--- src/rtl/vga_timing_gen_pkg.sv ---
// Shared VGA timing constants, pixel width and phase state types.
package VGA_item_pack;

  localparam int unsigned DATA_WIDTH = 12;

  localparam int unsigned DEF_H_ACTIVE = 640;
  localparam int unsigned DEF_H_FP     = 16;
  localparam int unsigned DEF_H_SYNC   = 96;
  localparam int unsigned DEF_H_BP     = 48;
  localparam int unsigned DEF_V_ACTIVE = 480;
  localparam int unsigned DEF_V_FP     = 10;
  localparam int unsigned DEF_V_SYNC   = 2;
  localparam int unsigned DEF_V_BP     = 33;

  typedef enum logic [1:0] {H_ACT, H_FRONT, H_SYNCP, H_BACK} h_state_t;
  typedef enum logic [1:0] {V_ACT, V_FRONT, V_SYNCP, V_BACK} v_state_t;

  // Axis-neutral phase encoding; ordering matches h_state_t and v_state_t.
  typedef enum logic [1:0] {PH_ACT, PH_FRONT, PH_SYNC, PH_BACK} phase_t;

endpackage

--- src/rtl/vga_timing_gen_axis_counter.sv ---
// One timing axis: position counter plus active/front/sync/back phase FSM.
module vga_axis_counter
  import VGA_item_pack::*;
#(
  parameter int unsigned ACTIVE = DEF_H_ACTIVE,
  parameter int unsigned FP     = DEF_H_FP,
  parameter int unsigned SYNC   = DEF_H_SYNC,
  parameter int unsigned BP     = DEF_H_BP
) (
  input  logic       clk,
  input  logic       rst_n,
  input  logic       step,
  output logic [9:0] cnt,
  output logic [1:0] phase,
  output logic       wrap,
  output logic       in_active
);

  localparam int unsigned TOTAL = ACTIVE + FP + SYNC + BP;

  if (TOTAL > 1024) begin : g_total_too_large
    $error("vga_axis_counter: TOTAL exceeds 10-bit counter range");
  end

  localparam logic [9:0] ACT_END  = 10'(ACTIVE - 1);
  localparam logic [9:0] FP_END   = 10'(ACTIVE + FP - 1);
  localparam logic [9:0] SYNC_END = 10'(ACTIVE + FP + SYNC - 1);
  localparam logic [9:0] LAST     = 10'(TOTAL - 1);

  phase_t state, state_nx;

  always_ff @(posedge clk) begin
    if (!rst_n) begin
      cnt   <= '0;
      state <= PH_ACT;
    end else if (step) begin
      cnt   <= (cnt == LAST) ? '0 : cnt + 10'd1;
      state <= state_nx;
    end
  end

  always_comb begin
    state_nx = state;
    unique case (state)
      PH_ACT:   if (cnt == ACT_END)  state_nx = PH_FRONT;
      PH_FRONT: if (cnt == FP_END)   state_nx = PH_SYNC;
      PH_SYNC:  if (cnt == SYNC_END) state_nx = PH_BACK;
      PH_BACK:  if (cnt == LAST)     state_nx = PH_ACT;
      default:                       state_nx = PH_ACT;
    endcase
  end

  assign phase     = state;
  assign wrap      = step && (cnt == LAST);
  assign in_active = (cnt < 10'(ACTIVE));

endmodule

--- src/rtl/vga_timing_gen.sv ---
// VGA raster timing: pixel/line counters, registered RGB444 and active-low syncs.
module vga_timing_gen
  import VGA_item_pack::*;
#(
  parameter int unsigned H_ACTIVE = DEF_H_ACTIVE,
  parameter int unsigned H_FP     = DEF_H_FP,
  parameter int unsigned H_SYNC   = DEF_H_SYNC,
  parameter int unsigned H_BP     = DEF_H_BP,
  parameter int unsigned V_ACTIVE = DEF_V_ACTIVE,
  parameter int unsigned V_FP     = DEF_V_FP,
  parameter int unsigned V_SYNC   = DEF_V_SYNC,
  parameter int unsigned V_BP     = DEF_V_BP
) (
  input  logic                  clk,
  input  logic                  rst_n,
  input  logic                  pix_en,
  input  logic [DATA_WIDTH-1:0] data_in,
  output logic [9:0]            pixel_x,
  output logic [9:0]            pixel_y,
  output logic                  active,
  output logic [3:0]            red,
  output logic [3:0]            green,
  output logic [3:0]            blue,
  output logic                  hsync,
  output logic                  vsync,
  output logic                  frame_start
);

  logic       h_wrap, v_wrap, h_act, v_act;
  logic [1:0] h_phase, v_phase;
  h_state_t   h_state;
  v_state_t   v_state;

  vga_axis_counter #(
    .ACTIVE(H_ACTIVE), .FP(H_FP), .SYNC(H_SYNC), .BP(H_BP)
  ) u_h_axis (
    .clk(clk), .rst_n(rst_n), .step(pix_en),
    .cnt(pixel_x), .phase(h_phase), .wrap(h_wrap), .in_active(h_act)
  );

  // The vertical axis steps only on the last pixel of a line.
  vga_axis_counter #(
    .ACTIVE(V_ACTIVE), .FP(V_FP), .SYNC(V_SYNC), .BP(V_BP)
  ) u_v_axis (
    .clk(clk), .rst_n(rst_n), .step(h_wrap),
    .cnt(pixel_y), .phase(v_phase), .wrap(v_wrap), .in_active(v_act)
  );

  assign h_state     = h_state_t'(h_phase);
  assign v_state     = v_state_t'(v_phase);
  assign active      = h_act && v_act;
  assign frame_start = rst_n && v_wrap;

  always_ff @(posedge clk) begin
    if (!rst_n) begin
      red   <= '0;
      green <= '0;
      blue  <= '0;
      hsync <= 1'b1;
      vsync <= 1'b1;
    end else if (pix_en) begin
      if (active) begin
        red   <= data_in[11:8];
        green <= data_in[7:4];
        blue  <= data_in[3:0];
      end else begin
        red   <= '0;
        green <= '0;
        blue  <= '0;
      end
      hsync <= (h_state != H_SYNCP);
      vsync <= (v_state != V_SYNCP);
    end
  end

endmodule
--- config.mk ---
export PLATFORM = sky130hd
export DESIGN_NAME = vga_timing_gen
export DESIGN_NICKNAME = d
export VERILOG_FILES = /design/src/rtl/vga_timing_gen_pkg.sv /design/src/rtl/vga_timing_gen_axis_counter.sv /design/src/rtl/vga_timing_gen.sv
export SDC_FILE = /design/constraint.sdc
export NUM_CORES = 1
export LEC_CHECK = 0
export ABC_CLOCK_PERIOD_IN_PS = 2100
export CAP_MARGIN = 15
export CORE_MARGIN = 3
export CORE_UTILIZATION = 57
export CTS_CLUSTER_DIAMETER = 50
export DETAILED_ROUTE_END_ITERATION = 16
export DONT_BUFFER_PORTS = 1
export PLACE_DENSITY_LB_ADDON = 0.3
export SYNTH_ARGS = -nofsm -noshare
export SYNTH_HDL_FRONTEND = slang
export SYNTH_SLANG_ARGS = --single-unit
--- constraint.sdc ---
create_clock -name clk -period 2.1 [get_ports clk]
set_input_delay 0.42 -clock clk [delete_from_list [all_inputs] [get_ports clk]]
set_output_delay 0.42 -clock clk [all_outputs]
set_load 0.05 [all_outputs]
-- Word-level counts from Yosys, hierarchy flattened
Cells that the tools add are included.
- bits in registers: 38
- input bits: 15
- output and inout bits: 36
- logic and storage cells: 60
- $add $sub $neg: 2
- order comparisons: 2
- equality and inequality tests: 24
- mux-type cells: 15
- reductions and logical operators: 8
- operator list (cell ; count):
    10-bit == test (second input constant) ; 5
    10-bit by 9-bit == test with 1-bit output (second input constant) ; 3
    10-bit by 1-bit adder with 10-bit output (second input constant) ; 2
    10-bit 2-to-1 mux ; 2
    2-bit 2-to-1 mux ; 8
    2-bit by 1-bit inequality test with 1-bit output (second input constant) ; 8
    2-bit case mux with 4 select lines ; 2
    4-bit 2-to-1 mux ; 3
    10-bit less-than comparator (second input constant) ; 1
    10-bit by 9-bit less-than comparator with 1-bit output (second input constant) ; 1
    5-bit AND reduction ; 2
    2-bit == test (second input constant) ; 4
    2-bit by 1-bit == test with 1-bit output (second input constant) ; 2
    1-bit logical AND ; 4
    2-bit logical NOT ; 2
    2-bit inequality test (second input constant) ; 2

-- Longest topological paths before layout
- depth after elaboration: 4
- gate-level depth with buffers: 8
- mapped depth without buffers: 7

-- By module
From an unflattened synthesis, not the netlist that was laid out.
- cells, all modules: 224
- area total of the unflattened synthesis: 2059.5 um^2
- modules (own cells, without submodules) (module ; instances ; cells an instance ; area an instance (um^2) ; sequential area each (um^2)):
    vga_axis_counter (u_v_axis) ; 1 ; 80 ; 719.4 ; 240.2
    vga_axis_counter (u_h_axis) ; 1 ; 80 ; 704.4 ; 240.2
    vga_timing_gen ; 1 ; 64 ; 635.6 ; 280.3

-- Worst setup path after synthesis
OpenSTA, ideal clock, no wires.
- path type: flip-flop to output port
- start: register u_h_axis.cnt[0]
- end: output frame_start
- arrival time: 2.525 ns
- required time: 1.680 ns
- slack: -0.845 ns
- cell stages (with the launch flop): 6
- buffers on the path: 1
- cells stage by stage: dfxtp_1 -> ha_1 -> and3_1 -> buf_2 -> nand4_1 -> nor3_1
- word-level cells in the longest chain between the ends: 4
- ends and longest elaborated chain (item ; RTL line ; text):
    start: declaration ; vga_timing_gen_axis_counter.sv:13 ; output logic [9:0] cnt,
    start signal: assignment ; vga_timing_gen_axis_counter.sv:37 ; cnt <= (cnt == LAST) ? '0 : cnt + 10'd1;
    10-bit == test ; vga_timing_gen_axis_counter.sv:54 ; assign wrap = step && (cnt == LAST);
    1-bit logical AND (2 in a row) ; vga_timing_gen_axis_counter.sv:54 ;
    1-bit logical AND ; vga_timing_gen.sv:52 ; assign frame_start = rst_n && v_wrap;
    end: declaration ; vga_timing_gen.sv:26 ; output logic frame_start
No other way between the ends.

-- Final worst setup path
- start: register u_v_axis.cnt[0]
- end: output frame_start
- word-level cells in the longest chain between the ends: 3
- ends and longest elaborated chain (item ; RTL line):
    start: declaration ; vga_timing_gen_axis_counter.sv:13
    start signal: assignment ; vga_timing_gen_axis_counter.sv:37
    10-bit == test ; vga_timing_gen_axis_counter.sv:54
    1-bit logical AND ; vga_timing_gen_axis_counter.sv:54
    1-bit logical AND ; vga_timing_gen.sv:52
No other way between the ends.

==> summary.txt <==
Total grt overflow - 0
Initial Util - 0.603
Post-DP Area - 2100 sq um
Worst EP required - 1680 ps
Clock root cell - clkbuf_4
Fmax - 459 MHz
Syn. warnings - 0
Power Density - 652 nW/um^2
Final instance area - 2300 sq um
Initial antenna violation count - 0
XOR/XNOR share of the synthesized area - 0.0849
TritonCTS Buffers - 5
Total iterations of the first detailed-routing run - 4
Total power - 1.50 mW
GRT Total Usage - 0.234
Routability cong. - 0.818
Gate Count Post-Synth - 221
RSZ-0062 raised after global routing - yes
Layout cells sized above 1 - 0.231
Clk Latency, worst-skew pair - 330 ps
Vias in the first global route - 1671
Final ANT Viol Nets - 0
Fin worst setup slack - -77.8 ps
Finished Core Util - 0.748
DR vias/cell - 5.58
Final slew viol count - 0
Clk slew on worst S/H paths - 110 ps
Area fraction in compound gates after synthesis - 0.0714
Max Buffers Root-to-Sink - 2
Post-Syn Area - 1860 sq um
Final hold violation count - 0
Pin count of the biggest net entering global routing - 26
Fin crit period - 2180 ps
Io pins - 51
Slew margin rel. - 0.648
Synth Area in Adders - 0.0809
Final period utilization - 1.04
Mux contribution to synthesized area - 0.0270
Worst hold path class - primary input to register
Final Skew - 13.2 ps
DRC errors left - 0
Die area - 3980 sq um
Largest fanout on the critical path - 2
Syn avg cell area - 8.40 sq um
Horiz. Die Dim - 63.1 microns
Violated checks - negative setup slack
Yosys reg bits - 38
Rows - 20
Seq/Total Area, Yosys - 0.410
Clock sinks - 38
Count of final setup violators - 1
Number of port buffers - 0
Static leakage - 0.936 nW
Core Area - 3080 sq um
Vias - 1647
Antenna cells - 0
Nets - 277
CTS tree - yes
WL/cell - 14.7 microns
Crit start category - register
Maximum level of the CTS H-tree - 2
Hpwl dp - 3090 microns
Worst-case vdd ir drop - 0.634 mV
Die H - 63.1 microns
Worst slew pin tran - 527 ps
Setup crit end kind - output port
WL final - 4340 microns
Syn Nets - 248
Critical path type - register to output port
Unique cell type count in the Yosys netlist - 30
Max_cap viols - 0
Area Overhead vs Synth - 24.1%
First-pass GRT wire length - 7470 microns
DR iter-0 viols - 106
Outcome - complete, but fails checks
Post-synthesis simple-gate area fraction - 0.282
Worst path arrival time - 1760 ps
Largest family of logic cells by synthesized area - simple AND/OR/NAND/NOR gates
routing by layer:
metal / vias to the layer above / global-route usage / routed length, microns
met5: - / 0 / 0
met4: 0 / 0.0771 / 66
met3: 6 / 0.0820 / 342
met2: 65 / 0.406 / 2220
met1: 759 / 0.267 / 1710
li1: 817 / - / -
registers in the layout, summed over array words and instances (netlist names):
signal	cells
hsync	1
u_v_axis.cnt	10
vsync	1
red	4
u_h_axis.phase	2
u_v_axis.phase	2
blue	4
u_h_axis.cnt	10
green	4
critical path, stage by stage (launching register included):
cell     delay [ps]
dfxtp_4         370
inv_4            50
ha_4            110
nor4b_4         170
nand4_1         200
buf_4           200
nor3_4          150
buf_12          160
cells in the final DEF, fill, tap and decap left out, types with 2 or more instances in the layout:
master and n:
and3_1 3, ha_1 10, a21oi_1 14, nand3_1 18
nor3b_1 2, dfxtp_4 3, nand4_1 12, inv_1 7
dfxtp_2 6, and4b_1 2, xnor2_1 5, o21ai_0 5
dfxtp_1 29, nand2_1 33, bufinv_16 2, mux2i_1 5
xor2_1 13, clkbuf_4 5, ha_4 2, buf_4 31
nor2_1 24, and4_1 3
cell type report:
cell class	instances	area [sq um]
flip-flops and latches	38	779
clock buffers	6	51.3
repair buffers	32	253
clock inverters	2	60.1
fillers	228	774
well taps	44	55.1
multi-input cells	164	1070
inverters	9	36.3
synthesized netlist by cell type, drive strengths merged:
cell type,n,share of area
o21ai,6,0.016
nand3,18,0.049
nor4b,1,0.0081
nor3,3,0.0081
inv,9,0.018
ha,12,0.081
nor2b,1,0.0034
o31ai,1,0.0040
mux2i,5,0.027
xor2,13,0.061
clkbuf,5,0.010
nand2,33,0.067
and3,4,0.013
and4b,2,0.011
buf,5,0.016
a21oi,14,0.038
and4,3,0.014
xnor2,5,0.024
nand4,12,0.040
a221oi,1,0.0081
nor3b,2,0.0081
and2,1,0.0034
dfxtp,38,0.41
nor2,24,0.049
a221o,1,0.0054
nand3b,1,0.0040
or4,1,0.0040
metrics by stage:
stage / instances / setup TNS (ps) / setup WS, ps / hold slack, ps
after floorplan: 221 / 0 / 3.38 / 468
after global placement: 280 / 0 / 302 / 474
after detailed placement: 280 / 0 / 197 / 487
after CTS: 292 / -53.2 / -53.2 / 137
after global routing: 295 / -266 / -194 / 133
final: 295 / -77.8 / -77.8 / 141
path summary, 6_finish.rpt:
path                     startpoint  cells past startpoint  slack [ps]                end
setup reg to reg    u_v_axis.cnt[0]                      8          90  u_v_axis.phase[0]
setup / recovery    u_v_axis.cnt[0]                      7         -80        frame_start
hold / removal                rst_n                      1         140              hsync
hold reg to reg   u_v_axis.phase[1]                      2         530  u_v_axis.phase[1]
repair_timing:
item,in CTS,in global routing
pin swaps,4,4
setup endpoints to repair,1,3
hold buffers,0,0
gates resized for setup,6,4
buffers inserted,4,3
power by group:
group          internal [mW]  switching (mW)  leakage (nW)
clock                  0.403           0.237        0.0585
sequential             0.736          0.0559         0.314
combinational         0.0245          0.0453         0.564
kinds of logic after synthesis:
kind of cell | count (synthesis)
and+or+nand+nor | 106
DFF | 38
AOI/OAI and AO/OA | 23
buffers and inverters | 19
xor gates and xnor gates | 18
adders and majority gates | 12
muxes | 5
(Power assumes the default switching activity.)
